==> src/rtl/stream_pkg.sv <==
// Shared token format for the VecAdd result stream: 32-bit payload plus an end-of-transaction flag.
`timescale 1ns/1ps
package stream_pkg;

    localparam int unsigned DATA_W  = 32;
    localparam int unsigned TOKEN_W = 33;
    localparam int unsigned EOT_BIT = 32;

    typedef struct packed {
        logic              eot;
        logic [DATA_W-1:0] data;
    } token_t;

    function automatic logic is_eot(input token_t t);
        return t.eot;
    endfunction

endpackage

==> src/rtl/stream_fifo_core.sv <==
// First-word-fall-through storage: register array, wrapping pointers, occupancy and registered full_n/empty_n/dout.
`timescale 1ns/1ps
module stream_fifo_core #(
    parameter int unsigned WIDTH = 33,
    parameter int unsigned DEPTH = 16
) (
    input  logic             ap_clk,
    input  logic             ap_rst_n,
    input  logic [WIDTH-1:0] din,
    input  logic             wr_req,
    input  logic             rd_req,
    output logic [WIDTH-1:0] dout,
    output logic             full_n,
    output logic             empty_n,
    output logic             rd_acc_c
);

    localparam int unsigned ADDR_W = $clog2(DEPTH);
    localparam int unsigned OCC_W  = ADDR_W + 1;
    localparam logic [OCC_W-1:0] FULL_OCC = OCC_W'(DEPTH);

    logic [WIDTH-1:0]  mem [DEPTH];
    logic [ADDR_W-1:0] wr_ptr;
    logic [ADDR_W-1:0] rd_ptr;
    logic [ADDR_W-1:0] rd_ptr_nxt;
    logic [OCC_W-1:0]  occ;
    logic [OCC_W-1:0]  occ_nxt;
    logic              wr_acc_c;

    assign wr_acc_c   = wr_req && full_n;
    assign rd_acc_c   = rd_req && empty_n;
    assign rd_ptr_nxt = rd_ptr + ADDR_W'(1);

    always_comb begin
        occ_nxt = occ;
        if (wr_acc_c && !rd_acc_c) begin
            occ_nxt = occ + OCC_W'(1);
        end else if (!wr_acc_c && rd_acc_c) begin
            occ_nxt = occ - OCC_W'(1);
        end
    end

    // Storage has no reset; entries are only ever read after being written.
    always_ff @(posedge ap_clk) begin
        if (wr_acc_c) begin
            mem[wr_ptr] <= din;
        end
    end

    always_ff @(posedge ap_clk or negedge ap_rst_n) begin
        if (!ap_rst_n) begin
            wr_ptr  <= '0;
            rd_ptr  <= '0;
            occ     <= '0;
            full_n  <= 1'b1;
            empty_n <= 1'b0;
            dout    <= '0;
        end else begin
            occ     <= occ_nxt;
            full_n  <= (occ_nxt != FULL_OCC);
            empty_n <= (occ_nxt != '0);
            if (wr_acc_c) begin
                wr_ptr <= wr_ptr + ADDR_W'(1);
            end
            if (rd_acc_c) begin
                rd_ptr <= rd_ptr_nxt;
            end
            // Head register tracks mem[rd_ptr]; the new head may be the word being written this edge.
            if (rd_acc_c) begin
                dout <= (wr_acc_c && (wr_ptr == rd_ptr_nxt)) ? din : mem[rd_ptr_nxt];
            end else if (wr_acc_c && !empty_n) begin
                dout <= din;
            end
        end
    end

endmodule

==> src/rtl/stream_eot_fifo.sv <==
// Result-stream FIFO behind VecAdd c_s: buffers tokens, counts per-transaction lengths, flags handshake violations.
`timescale 1ns/1ps
module stream_eot_fifo
    import stream_pkg::*;
#(
    parameter int unsigned WIDTH = TOKEN_W,
    parameter int unsigned DEPTH = 16,
    parameter int unsigned CNT_W = 32
) (
    input  logic             ap_clk,
    input  logic             ap_rst_n,
    input  logic [WIDTH-1:0] c_s_din,
    input  logic             c_s_write,
    output logic             c_s_full_n,
    output logic [WIDTH-1:0] out_dout,
    output logic             out_empty_n,
    input  logic             out_read,
    output logic [CNT_W-1:0] elem_count,
    output logic [CNT_W-1:0] last_len,
    output logic [CNT_W-1:0] txn_count,
    output logic             overflow,
    output logic             underflow
);

    logic rd_acc_c;
    logic head_eot_c;

    stream_fifo_core #(
        .WIDTH (WIDTH),
        .DEPTH (DEPTH)
    ) u_core (
        .ap_clk   (ap_clk),
        .ap_rst_n (ap_rst_n),
        .din      (c_s_din),
        .wr_req   (c_s_write),
        .rd_req   (out_read),
        .dout     (out_dout),
        .full_n   (c_s_full_n),
        .empty_n  (out_empty_n),
        .rd_acc_c (rd_acc_c)
    );

    assign head_eot_c = out_dout[WIDTH-1];

    // Close tokens end a transaction and are not counted as data.
    always_ff @(posedge ap_clk or negedge ap_rst_n) begin
        if (!ap_rst_n) begin
            elem_count <= '0;
            last_len   <= '0;
            txn_count  <= '0;
            overflow   <= 1'b0;
            underflow  <= 1'b0;
        end else begin
            if (rd_acc_c) begin
                if (head_eot_c) begin
                    last_len   <= elem_count;
                    elem_count <= '0;
                    txn_count  <= txn_count + CNT_W'(1);
                end else begin
                    elem_count <= elem_count + CNT_W'(1);
                end
            end
            if (c_s_write && !c_s_full_n) begin
                overflow <= 1'b1;
            end
            if (out_read && !out_empty_n) begin
                underflow <= 1'b1;
            end
        end
    end

endmodule

==> config.mk <==
export PLATFORM = sky130hd
export DESIGN_NAME = stream_eot_fifo
export DESIGN_NICKNAME = d
export VERILOG_FILES = /design/src/rtl/stream_pkg.sv /design/src/rtl/stream_fifo_core.sv /design/src/rtl/stream_eot_fifo.sv
export SDC_FILE = /design/constraint.sdc
export NUM_CORES = 1
export LEC_CHECK = 0
export CAP_MARGIN = 25
export CORE_MARGIN = 4
export CORE_UTILIZATION = 35
export CTS_BUF_LIST = sky130_fd_sc_hd__clkbuf_16
export DETAILED_ROUTE_END_ITERATION = 10
export HOLD_SLACK_MARGIN = 0.06
export SLEW_MARGIN = 20
export SYNTH_ARGS = -nofsm -noshare
export SYNTH_HDL_FRONTEND = slang
export SYNTH_HIERARCHICAL = 1
export SYNTH_SLANG_ARGS = --single-unit
==> constraint.sdc <==
create_clock -name ap_clk -period 3.7 [get_ports ap_clk]
set_input_delay 0.74 -clock ap_clk [delete_from_list [all_inputs] [get_ports ap_clk]]
set_output_delay 0.74 -clock ap_clk [all_outputs]
set_load 0.05 [all_outputs]
==> summary.txt <==
Status
  – Outcome: complete, no violations

Floorplanning
  – Die span in y: 285 um
  – Die area: 81200 um^2
  – Die W: 285 um
  – Initial core utilization: 35.4%
  – Io pins: 170
  – Row Count: 101
  – Core Box Area: 75900 um^2

Worst setup path
  – Critical Path Max Stage Delay: 0.89 ns
  – Critical-path cell list: clkdlybuf4s50_1
  – Critical-path top delay cell: clkdlybuf4s50_1
  – Crit end category: primary output
  – Worst setup SP type: register
  – CP max FO: 8
  – Worst Path Buf+Inv: 1
  – Cell family with most CP delay: buffers and inverters
  – WP data required: 2.96 ns
  – Data arrival time of the worst path: 2.05 ns
  – Critical path type: register to primary output

Placed design
  – Final GP Congestion: 0.780
  – Number of I/O port buffers: 169
  – DP Wirelength: 39400 um
  – Worst slack, placed: 0.469 ns
  – Area post-placement: 30100 um^2

STA
  – Final hold violations: 0
  – Min Clock Period, post-route: 2.79 ns
  – Worst-Margin Slew: 0.958 ns
  – Fin worst setup slack: 0.906 ns
  – Fin Setup TNS: 0 ns
  – Hold slack final: 0.233 ns
  – Rel. slew slack: 36.0%
  – Period utilization: 75.5%
  – Final setup viols: 0
  – Max Slew Vio Count: 0
  – FMAX: 0.358 GHz
  – RSZ-0062 raised after global routing: no
  – Clock skew: 0.0315 ns

Clock tree
  – Root buffer cell: clkbuf_16
  – Clk pin slew, worst setup/hold paths: 0.06 ns
  – Num CTS Buffers: 73
  – CTS max path bufs: 3
  – PostCTS Resize Cnt: 0
  – Clk_lat worst skew: 0.62 ns
  – Clk sinks: 674
  – Cts hold-fix bufs: 0
  – CTS tree: yes
  – H-tree Lvls: 3
  – Number of setup buffers added after CTS: 0

Route
  – Met1 WL: 28600 um
  – Top Metal Used: met4
  – Via total after detailed routing: 15400
  – Antenna Nets Post-Route: 0
  – DR pass1 iterations: 6
  – Initial detailed-routing violation count: 1424
  – Routed wire per std cell: 22.6 um
  – # DRC: 0
  – Final WL: 66400 um
  – WL met2: 32000 um
  – Vias/cell: 5.24
  – Routed wl met3: 4510 um

Synth
  – Seq cells post-synth: 674
  – Compound-Gate Fraction of Synth Area: 2.63%
  – Gate count of the mapped netlist: 1642
  – Main area contributors after synthesis: edfxtp_1 (59%), dfrtp_1 (14%), mux4_2 (11%)
  – Syn nets: 1688
  – Seq/Total Area, Yosys: 72.6%
  – Synth Area in XOR/XNOR: 1.88%
  – Synth Area per Inst: 16.4 um^2
  – Post-synth EDFFs: 528
  – Synth Area in Adders: 0.419%
  – Yosys cell types: 52
  – Synth top area share: 59.0%
  – Cell type with the largest total area after synthesis: edfxtp_1
  – Mux cell area share after synthesis: 11.3%
  – Simple-gate portion of the synthesized area: 9.18%
  – Fraction of registers with async set/reset: 21.7%
  – Mapped cell area: 26900 um^2
  – Synthesis warning total: 6
  – Most used DFF post-synth: edfxtp_1
  – Largest family of logic cells by synthesized area: multiplexers

Power
  – Peak supply drop: 0.000834 V
  – PD cells: 819 nW/um^2
  – Final Power: 0.0267 W
  – LEAKAGE: 11.3 nW

Job
  – Max cap viols: 0

Min path
  – Worst min-delay path class: input port to asynchronous set/reset pin

Global routing
  – Initial antenna violation count: 1
  – First-pass GRT wire length: 100000 um
  – Grt total ovfl: 0
  – Largest net degree at the start of global routing: 99
  – Vias in the first global route: 15700
  – Total track usage: 16.2%

Finish
  – Design area: 32600 um^2
  – # nets final: 1899
  – Share of cells above drive strength 1: 17.1%
  – FILL cells: 6659
  – Area grow syn2layout: 21.4%
==> state kept, by name, summed over array words and instances, names as in the netlist, 4 cells and up <==
signal,flops
u_core/mem,528
u_core/dout,33
elem_count,32
last_len,32
txn_count,32
u_core/occ,5
u_core/rd_ptr,4
u_core/wr_ptr,4
==> logic make-up after synthesis <==
family,Yosys count
mux,137
fa+ha+maj,9
simple gates,535
compound gates,124
buf+inv,107
xor+xnor,56
flops,674
==> worst reg2reg max path, delay by kind of cell, from the launching register on <==
family	cells	cell delay [ns]
buf+inv	3	1.01
flops	1	0.47
compound gates	1	0.08
xor+xnor	1	0.59
simple gates	3	0.49
==> placed cells by master, fill, tap and decap left out, types with 3 or more instances in the layout <==
master	Yosys	routed
inv_1	20	34
mux2i_1	4	4
nor3_4	0	4
nand3_1	126	126
nor4_1	7	7
nor3_1	7	3
clkinv_4	0	3
xnor2_2	0	3
or4_1	9	9
bufinv_16	0	9
and2_1	4	4
and3_1	11	11
clkinv_1	0	17
ha_1	9	8
a21oi_1	75	75
clkdlybuf4s50_1	0	168
buf_12	0	12
nand2_1	255	255
a221o_1	3	3
buf_4	15	39
and4_1	8	8
mux4_2	132	132
o21a_1	3	3
edfxtp_1	528	528
nor2_4	0	13
o31ai_1	8	8
or3_1	5	5
clkbuf_16	0	74
xnor2_1	49	46
o22ai_1	5	5
nand2b_1	5	5
xor2_1	6	5
o21ai_0	20	19
dfrtp_1	145	144
nor2_1	59	46
clkinv_2	0	11
nand4_1	29	29
==> metrics by stage <==
stage	util (%)	std cells
global placement	39.7	2806
global route	42.9	2943
CTS	42.9	2941
finish	42.9	2944
detailed placement	39.7	2806
floorplan	-	1642
==> synth_stat cells, types with 2 or more instances <==
| cell type | count |
|---|---|
| clkbuf_1 | 33 |
| and4_1 | 8 |
| nand3_1 | 126 |
| mux2i_1 | 4 |
| nand2b_1 | 5 |
| a21oi_1 | 75 |
| edfxtp_1 | 528 |
| buf_1 | 8 |
| nor4_1 | 7 |
| and2_1 | 4 |
| buf_2 | 23 |
| xnor2_1 | 49 |
| nor3_1 | 7 |
| nor2_1 | 59 |
| a21o_1 | 2 |
| dfrtp_1 | 145 |
| nor4_2 | 2 |
| nand2_1 | 255 |
| buf_4 | 15 |
| or3_1 | 5 |
| and3_1 | 11 |
| xor2_1 | 6 |
| mux4_2 | 132 |
| nand4_1 | 29 |
| o21a_1 | 3 |
| o22ai_1 | 5 |
| ha_1 | 9 |
| a221o_1 | 3 |
| inv_1 | 20 |
| o31ai_1 | 8 |
| o31a_1 | 2 |
| or4_1 | 9 |
| o21ai_0 | 20 |
| buf_6 | 7 |
==> routing by layer <==
metal | global-route usage (%) | up-vias
li1 | - | 6725
met1 | 22.3 | 8064
met2 | 26.3 | 552
met3 | 3.47 | 94
met4 | 4.06 | 0
met5 | 0 | -
==> final timing paths <==
kind / start / end / slack [ns] / cells past startpoint
worst min register to register: overflow$_DFFE_PN0P_ / overflow$_DFFE_PN0P_ / 0.46 / 1
worst max register to register: u_core/rd_ptr[0]$_DFFE_PN0P_ / u_core/dout[27]$_DFFE_PN0P_ / 0.97 / 8
worst min-delay path: ap_rst_n / last_len[21]$_DFFE_PN0P_ / 0.23 / 1
min in group ap_clk: overflow$_DFFE_PN0P_ / overflow$_DFFE_PN0P_ / 0.46 / 1
max in group asynchronous: ap_rst_n / txn_count[10]$_DFFE_PN0P_ / 2.60 / 2
worst max-delay path: elem_count[3]$_DFFE_PN0P_ / elem_count[3] / 0.91 / 1
==> power breakdown <==
group / switching (W) / internal [W]
logic: 0.00593 / 0.00370
registers: 0.000596 / 0.00914
clock network: 0.00303 / 0.00431
total: 0.00955 / 0.0172
==> final cells by class <==
class                           instances  area, um^2  area share (%)
Antenna cell                            1        2.50         0.00767
Clock buffer                           74        1850            5.68
Clock inverter                         61         597            1.83
Inverter                               21        78.8           0.242
Multi-Input combinational cell        861        7030            21.6
Sequential cell                       674       19500            59.8
Tap cell                             1030        1290            3.95
Timing Repair Buffer                  222        2240            6.88
No activity file was read; power rests on OpenSTA's default activity.
